===== config.mk =====
export PLATFORM = sky130hd
export DESIGN_NAME = regfile_write_arbiter
export DESIGN_NICKNAME = d
export VERILOG_FILES = /design/src/rtl/regfile_write_arbiter.sv
export SDC_FILE = /design/constraint.sdc
export NUM_CORES = 1
export LEC_CHECK = 0
export CORE_UTILIZATION = 30
export DETAILED_ROUTE_END_ITERATION = 8
export SLEW_MARGIN = 20
export SYNTH_ARGS = -nofsm -noshare
export SYNTH_HDL_FRONTEND = slang
export SYNTH_SLANG_ARGS = --single-unit

===== constraint.sdc =====
create_clock -name Clk -period 9 [get_ports Clk]
set_input_delay 1.8 -clock Clk [delete_from_list [all_inputs] [get_ports Clk]]
set_output_delay 1.8 -clock Clk [all_outputs]
set_load 0.03 [all_outputs]

===== src/rtl/regfile_write_arbiter.sv =====
// Round-robin write-port arbiter for the 32x32 MIPS register file.
// Several writeback sources compete for the single write port. Each cycle one of
// them is granted through a valid/ready handshake. The winner is registered onto
// RegWrite/WriteRegister/WriteData, which feed the register file one cycle later.
// A write to $0 is accepted but never asserted to the file.
// Ports:
//   Clk, ResetN            clock; asynchronous active-low reset
//   Hold                   suppress all grants this cycle
//   ReqValid/Addr/Data     per-requester pending write (addr 5b, data 32b each)
//   ReqReady               one-hot combinational grant
//   RegWrite/WriteRegister/WriteData  registered write to the register file
//   FwdValid               in-flight write is valid (mirror of RegWrite)
//   WriteCount             saturating count of committed non-$0 writes
module regfile_write_arbiter #(
  parameter int unsigned NUM_REQ = 4,
  parameter int unsigned CNT_W   = 16
) (
  input  logic                  Clk,
  input  logic                  ResetN,
  input  logic                  Hold,
  input  logic [NUM_REQ-1:0]    ReqValid,
  input  logic [5*NUM_REQ-1:0]  ReqAddr,
  input  logic [32*NUM_REQ-1:0] ReqData,
  output logic [NUM_REQ-1:0]    ReqReady,
  output logic                  RegWrite,
  output logic [4:0]            WriteRegister,
  output logic [31:0]           WriteData,
  output logic                  FwdValid,
  output logic [CNT_W-1:0]      WriteCount
);

  localparam int unsigned PtrW = (NUM_REQ > 1) ? $clog2(NUM_REQ) : 1;

  typedef enum logic {StIdle, StWrite} state_e;

  state_e            state_q, state_d;
  logic [PtrW-1:0]   ptr_q, ptr_d;
  logic [4:0]        addr_q, addr_d;
  logic [31:0]       data_q, data_d;
  logic [CNT_W-1:0]  cnt_q, cnt_d;

  logic              found;
  int unsigned       gnt_idx;
  logic [4:0]        sel_addr;
  logic [31:0]       sel_data;

  // Search from ptr upward with wrap; the first valid requester wins.
  always_comb begin
    int unsigned idx;
    ReqReady = '0;
    found    = 1'b0;
    gnt_idx  = 0;
    idx      = 0;
    if (ResetN && !Hold) begin
      for (int unsigned k = 0; k < NUM_REQ; k++) begin
        idx = int'(ptr_q) + k;
        if (idx >= NUM_REQ) idx = idx - NUM_REQ;
        if (!found && ReqValid[idx]) begin
          found         = 1'b1;
          gnt_idx       = idx;
          ReqReady[idx] = 1'b1;
        end
      end
    end
  end

  assign sel_addr = ReqAddr[5*gnt_idx +: 5];
  assign sel_data = ReqData[32*gnt_idx +: 32];

  always_comb begin
    int unsigned nxt;
    state_d = StIdle;
    ptr_d   = ptr_q;
    addr_d  = addr_q;
    data_d  = data_q;
    nxt     = gnt_idx + 1;
    if (found) begin
      ptr_d  = (nxt >= NUM_REQ) ? '0 : PtrW'(nxt);
      addr_d = sel_addr;
      data_d = sel_data;
      // $0 transfers complete the handshake but never reach the file.
      if (sel_addr != 5'd0) state_d = StWrite;
    end
    cnt_d = cnt_q;
    if (state_q == StWrite && cnt_q != {CNT_W{1'b1}}) cnt_d = cnt_q + CNT_W'(1);
  end

  always_ff @(posedge Clk or negedge ResetN) begin
    if (!ResetN) begin
      state_q <= StIdle;
      ptr_q   <= '0;
      addr_q  <= '0;
      data_q  <= '0;
      cnt_q   <= '0;
    end else begin
      state_q <= state_d;
      ptr_q   <= ptr_d;
      addr_q  <= addr_d;
      data_q  <= data_d;
      cnt_q   <= cnt_d;
    end
  end

  assign RegWrite      = (state_q == StWrite);
  assign FwdValid      = (state_q == StWrite);
  assign WriteRegister = addr_q;
  assign WriteData     = data_q;
  assign WriteCount    = cnt_q;

endmodule


### Word level (Yosys, flattened, before mapping)

Cells that the tools add are included.

* add/subtract/negate cells: 9
* multipliers: 1
* div/mod/pow operators: 0
* order comparisons: 13
* equal/unequal tests: 1
* shifts and indexed selects: 2
* muxes and demuxes: 48
* bitwise operators: 3
* reduce and logical (&&, ||, !) cells: 14

Operators with widths (count)
* two-way mux 32 bit: 13
* >= comparator 32 x 1 -> 1 bit, second input constant: 4
* < comparator 32 x 3 -> 1 bit, second input constant: 4
* indexed part select 128 x 33 -> 32 bit: 1
* indexed part select 20 x 33 -> 5 bit: 1
* adder 32 x 1 -> 32 bit, second input constant: 1
* >= comparator 32 x 3 -> 1 bit, second input constant: 1
* multiplier 3 x 32 -> 32 bit, first input constant: 1
* two-way mux 4 bit: 8
* two-way mux 1 bit: 18
* adder 16 x 1 -> 16 bit, second input constant: 1
* != test 16 bit, second input constant: 1
* OR 4 bit: 3
* subtractor 3 x 3 -> 4 bit, second input constant: 3
* >= comparator 3 bit, second input constant: 3
* logical AND 1 bit: 9
* binary-select mux 1 bit (select 2 bit): 4
* demux 1 bit (select 2 bit): 4
* adder 2 x 2 -> 3 bit, second input constant: 2
* nonzero test 5 bit: 1
* zero test 1 bit: 4
* subtractor 2 x 3 -> 4 bit, second input constant: 1
* adder 2 x 1 -> 3 bit, second input constant: 1
* >= comparator 2 x 3 -> 1 bit, second input constant: 1
* two-way mux 2 bit: 1

* bits in registers: 56
* bits in latches: 0
* RAM bits: 0
* bits in read-only memories: 0
* bits of input ports: 155
* output and inout bits: 59
* memories: 0

### Logic depth before layout (Yosys ltp)

* depth in word-level cells: 24
* gate-level depth with buffers: 24
* mapped depth without buffers: 19

### Worst setup path before layout

OpenSTA, ideal clock, no wires.

* path type: input port to flip-flop
* from: input ReqValid[2]
* to: register state_q, in the netlist FwdValid
* setup time: 0.088 ns
* arrival time: 5.669 ns
* setup slack: 3.242 ns
* cell stages on the path: 21
* cells stage by stage: mux4_2 buf_6 or2_1 o311a_1 nand2_2 inv_2 buf_6 buf_2 buf_2 ha_1 ha_1 inv_1 fa_1 xor2_1 nor3_1 and2_1 nand2_1 o211ai_1 a211oi_2 and2_1 a41oi_1

* cells in the longest elaborated chain, start to end: 21

Ends and longest elaborated chain
* start, declared: line 21 `input logic [NUM_REQ-1:0] ReqValid,`
* binary-select mux 1 bit (select 2 bit): line 58 `if (!found && ReqValid[idx]) begin`
* two-way mux 1 bit (not written as such): line 58
* two-way mux 1 bit: line 58
* two-way mux 1 bit: line 54 `if (ResetN && !Hold) begin`
* zero test 1 bit: line 58
* logical AND 1 bit: line 58
* two-way mux 1 bit: line 58
* two-way mux 1 bit: line 54
* (+6 left out)
* two-way mux 32 bit: line 58
* two-way mux 32 bit: line 54
* multiplier 3 x 32 -> 32 bit: line 67 `assign sel_addr = ReqAddr[5*gnt_idx +: 5];`
* indexed part select 20 x 33 -> 5 bit: line 67
* nonzero test 5 bit: line 82 `if (sel_addr != 5'd0) state_d = StWrite;`
* two-way mux 1 bit: line 82
* two-way mux 1 bit *: line 77 `if (found) begin`
* net state_d: line 36 `state_e state_q, state_d;`
* end signal, assigned: line 90 `state_q <= StIdle;`
* end signal, assigned: line 96 `state_q <= state_d;`
* end, declared: line 36

The timed path passes the listed nets; every way through them passes the cells marked *. The select of a mux whose other input is x is not followed.
A chain may end at the register's enable or synchronous reset.

### Final worst setup path

* from: input ReqValid[2]
* to: output ReqReady[0]

* cells in the longest elaborated chain, start to end: 16

Ends and longest elaborated chain
* binary-select mux 1 bit (select 2 bit): line 58
* two-way mux 1 bit (not written as such): line 58
* two-way mux 1 bit: line 58
* two-way mux 1 bit: line 54
* zero test 1 bit: line 58
* logical AND 1 bit: line 58
* two-way mux 1 bit: line 58
* two-way mux 1 bit: line 54
* zero test 1 bit: line 58
* logical AND 1 bit: line 58
* two-way mux 1 bit: line 58
* two-way mux 1 bit: line 54
* zero test 1 bit: line 58
* logical AND 1 bit: line 58
* two-way mux 4 bit *: line 58
* two-way mux 4 bit *: line 54
* end, declared: line 24 `output logic [NUM_REQ-1:0] ReqReady,`

Every way passes the cells marked *; elsewhere a longest branch is shown, timed or not. The select of a mux whose other input is x is not followed.

==> key figures <==
Drt
  • Routed vias/inst: about 5.3
  • Detailed Route Iter0 Violations: approximately 200
  • Detailed-route DRC error count: 0
  • Wirelength per Cell: 17.9 um
  • Post-Route WL: between 10000 and 15000 um
  • DR pass1 iterations: 4
  • Vias: 4135
  • DRT antenna net count: 0

Die
  • Die X: 124 um
  • Core Footprint: 0.0145 mm2
  • Die Ht: 124 um
  • Ports: about 210
  • Site row count: 44
  • Starting Density: 0.307
  • Die area: approximately 0.015 mm2

CTS
  • CTS H-tree depth: 2
  • Clk slew on worst S/H paths: ~0.07 ns
  • CTS root buffer: clkbuf_16
  • Post-cts resize count: 0
  • CTS Buffer Depth: 2
  • Total clock sinks: 56
  • Hold Buf Count CTS: 0
  • Post-CTS setup buffers: 0
  • CTS Buf Count: 5
  • Clk Latency, worst-skew pair: between 0.2 and 0.3 ns
  • CTS tree: built

Pwr
  • VDD IR max: ~0.11 mV
  • P_leak: roughly 2.7 nW
  • Clock network power share: 0.127
  • Sequential power share: 0.239
  • Switching share of total power: 0.430
  • Combinational power share: 0.634
  • P_int: ~0.99 mW
  • NetSw: 0.745 mW
  • Power Density: between 200 and 300 mW/mm2

Setup path
  • RR Startpoint: ptr_q[0]
  • CP endpoint kind: output port
  • CP startpoint kind: primary input
  • FF-to-FF End: FwdValid
  • Worst Setup EP: ReqReady[0]
  • CP bufs+invs: 2
  • Crit path required time: between 7 and 8 ns
  • R2R setup slack: 3.39 ns
  • CP peak stage delay: approximately 0.70 ns
  • Worst Path Max Fanout: 11
  • Setup CP Type: primary input to output port
  • Critical Path, Cell by Cell: clkdlybuf4s50_1 > mux4_2 > or2_1 > nor2_1 > a21oi_1 > a21oi_1 > clkdlybuf4s50_1
  • Critical path launch point: ReqValid[2]
  • Stages on the worst setup path: 7
  • Crit path max-delay family: buffers and inverters
  • Reg2Reg Depth: 17
  • Crit path DAT: 4.55 ns
  • Crit path max-delay cell type: clkdlybuf4s50_1

Logic synthesis
  • Ys flop type: dfrtp_1
  • Yosys reg bits: 56
  • Post-synthesis sequential area ratio: 0.316
  • Post-synth ARST share: 1.00
  • Post-Syn Area: 0.00444 mm2
  • Ys Warns: 0
  • Share of the synthesized area in the top cell type: 0.316
  • Mapped Cells: 402
  • Post-synthesis cell type count: 57
  • Synth area leaders: dfrtp_1, mux4_2, a22o_1
  • EDFF count, synth: 0
  • Mapped Nets: between 500 and 600
  • Syn Area/Cell: 11.0 um2
  • Largest area contributor in the netlist: dfrtp_1

Timing
  • RSZ-0062 raised after global routing: no
  • Period utilization: 0.705
  • Setup violators final: 0
  • Max Fclk: 0.158 GHz
  • Worst slew margin: 0.393
  • Pins Over Slew Limit: 0
  • Worst Max-Slew Pin Slew: just over 0.9 ns
  • Hold Vio Cnt, Final: 0
  • Final WS setup: 2.65 ns
  • Post-route setup TNS: 0 ns
  • Fin crit period: 6.35 ns
  • Layout Skew: roughly 0.0060 ns

Global routing
  • Largest net degree at the start of global routing: between 50 and 60
  • Total gr overflow: 0
  • First-pass GRT wire length: 21800 um
  • Routing usage on met1: 0.223
  • GRT busiest layer: met2
  • Met2 global-route usage: 0.331
  • Initial antenna violation count: 0
  • Met3 Usage GRT: 0.0343
  • Total GRT Usage: 0.183
  • Vias in the first global route: about 4200

Finish
  • Nets@finish: ~780
  • Multi-input gate area: between 0.002 and 0.003 mm2
  • Layout area overhead: 54.8%
  • Layout cells sized above 1: 0.112
  • Register area: about 0.0014 mm2
  • Fillers: 1366
  • Antenna diodes: 0

Job
  • Max_cap viols: 0

Min path
  • Worst min-delay path class: register to register

Placed design
  • Place WS: around 2.4 ns
  • GP Congestion: between 0.8 and 0.9
  • DPL Wire Length: ~11000 um
  • PortBufs: approximately 210

Run status
  • Status: complete, no violations
-- cell usage in the layout, fill, tap and decap left out, types with 3 or more instances in the layout --
cell	Yosys	layout
mux4_2	42	42
a211oi_1	4	4
a21oi_1	13	13
nor2_1	24	23
xor2_1	6	6
nand4_1	6	6
inv_2	3	3
o21ai_1	3	3
a221oi_1	3	3
nand2b_1	4	4
nand3_1	16	16
a22oi_1	5	5
ha_1	23	23
mux2i_1	19	19
o2111ai_1	3	3
a22o_1	34	34
xnor2_1	10	10
nor3_1	5	5
inv_1	10	10
and3_1	6	6
buf_4	2	5
nand2_1	34	34
clkdlybuf4s50_1	0	212
o21ai_0	6	6
clkbuf_16	0	5
dfrtp_1	56	56
or3_1	3	3
-- metal layers --
metal | routed length, um | vias up | part of all wire
met4 | 157 | 0 | 0.011
met1 | 5660 | 2025 | 0.40
met5 | 0 | - | 0
met3 | 1120 | 10 | 0.080
met2 | 7100 | 156 | 0.51
li1 | - | 1944 | -
-- worst min path at each step --
stage	cells after the start	from	to	slack [ns]
6_report	2	WriteRegister[1]	WriteRegister[1]	0.49
5_1_grt	2	WriteRegister[3]	WriteRegister[3]	0.52
4_1_cts	2	WriteRegister[3]	WriteRegister[3]	0.50
3_5_place_dp	2	WriteRegister[2]	WriteRegister[2]	0.48
3_3_place_gp	2	WriteRegister[1]	WriteRegister[1]	0.47
2_1_floorplan	2	WriteRegister[1]	WriteRegister[1]	0.65
-- cell families after synthesis --
family,Yosys count,synth area share
simple gates,113,0.126
fa+ha+maj,24,0.0694
buf+inv,42,0.0440
xor+xnor,16,0.0316
compound gates,87,0.150
mux,64,0.264
flops,56,0.316
-- layout make-up --
cell class,count,share of cell area
Clock buffer,5,0.0182
Clock inverter,3,0.00619
Sequential cell,56,0.204
Tap cell,184,0.0335
Inverter,13,0.00710
Multi-Input combinational cell,304,0.416
Timing Repair Buffer,218,0.315
-- metrics by stage --
step	power [mW]	hold slack, ns	utilization	area, um2	instances
floorplan	1.13	0.653	-	4440	402
CTS	1.75	0.498	0.475	6870	783
detailed placement	1.52	0.480	0.463	6700	775
global placement	1.50	0.473	0.463	6700	775
finish	1.73	0.491	0.475	6870	783
global route	1.85	0.518	0.475	6870	783
-- sequential cells by signal (all words and copies together) (netlist names) --
name and flops:
WriteRegister 5, ptr_q 2, WriteData 32, FwdValid 1
WriteCount 16
-- tightest hold or removal path, cell delays in order, from the launching register on --
cell and delay, ns:
dfrtp_1 0.34, nand2_1 0.05, o21ai_1 0.06
-- power groups by stage --
stage          clock network, mW  registers (mW)  logic, mW
5_1_grt                    0.238           0.432       1.18
3_5_place_dp                   0           0.421       1.10
6_report                   0.220           0.414       1.10
3_3_place_gp                   0           0.416       1.09
4_1_cts                    0.227           0.417       1.11
2_1_floorplan                  0           0.578      0.556
-- cells in the mapped netlist (all sizes together), types with 2 or more instances --
cell	n
nor2b	3
dfrtp	56
o21ai	9
a22o	34
a21oi	13
a211oi	5
nor3	5
nor2	24
o31ai	2
buf	16
nand3	16
nand2b	4
nand4	6
and3	6
clkbuf	13
and2	2
o211ai	2
mux2	3
mux2i	19
o2111ai	3
xor2	6
or3	3
nand2	35
inv	13
a221oi	3
xnor2	10
mux4	42
ha	23
a22oi	5
o21a	2
nor4	2
Power figures use the tool's default switching activity.
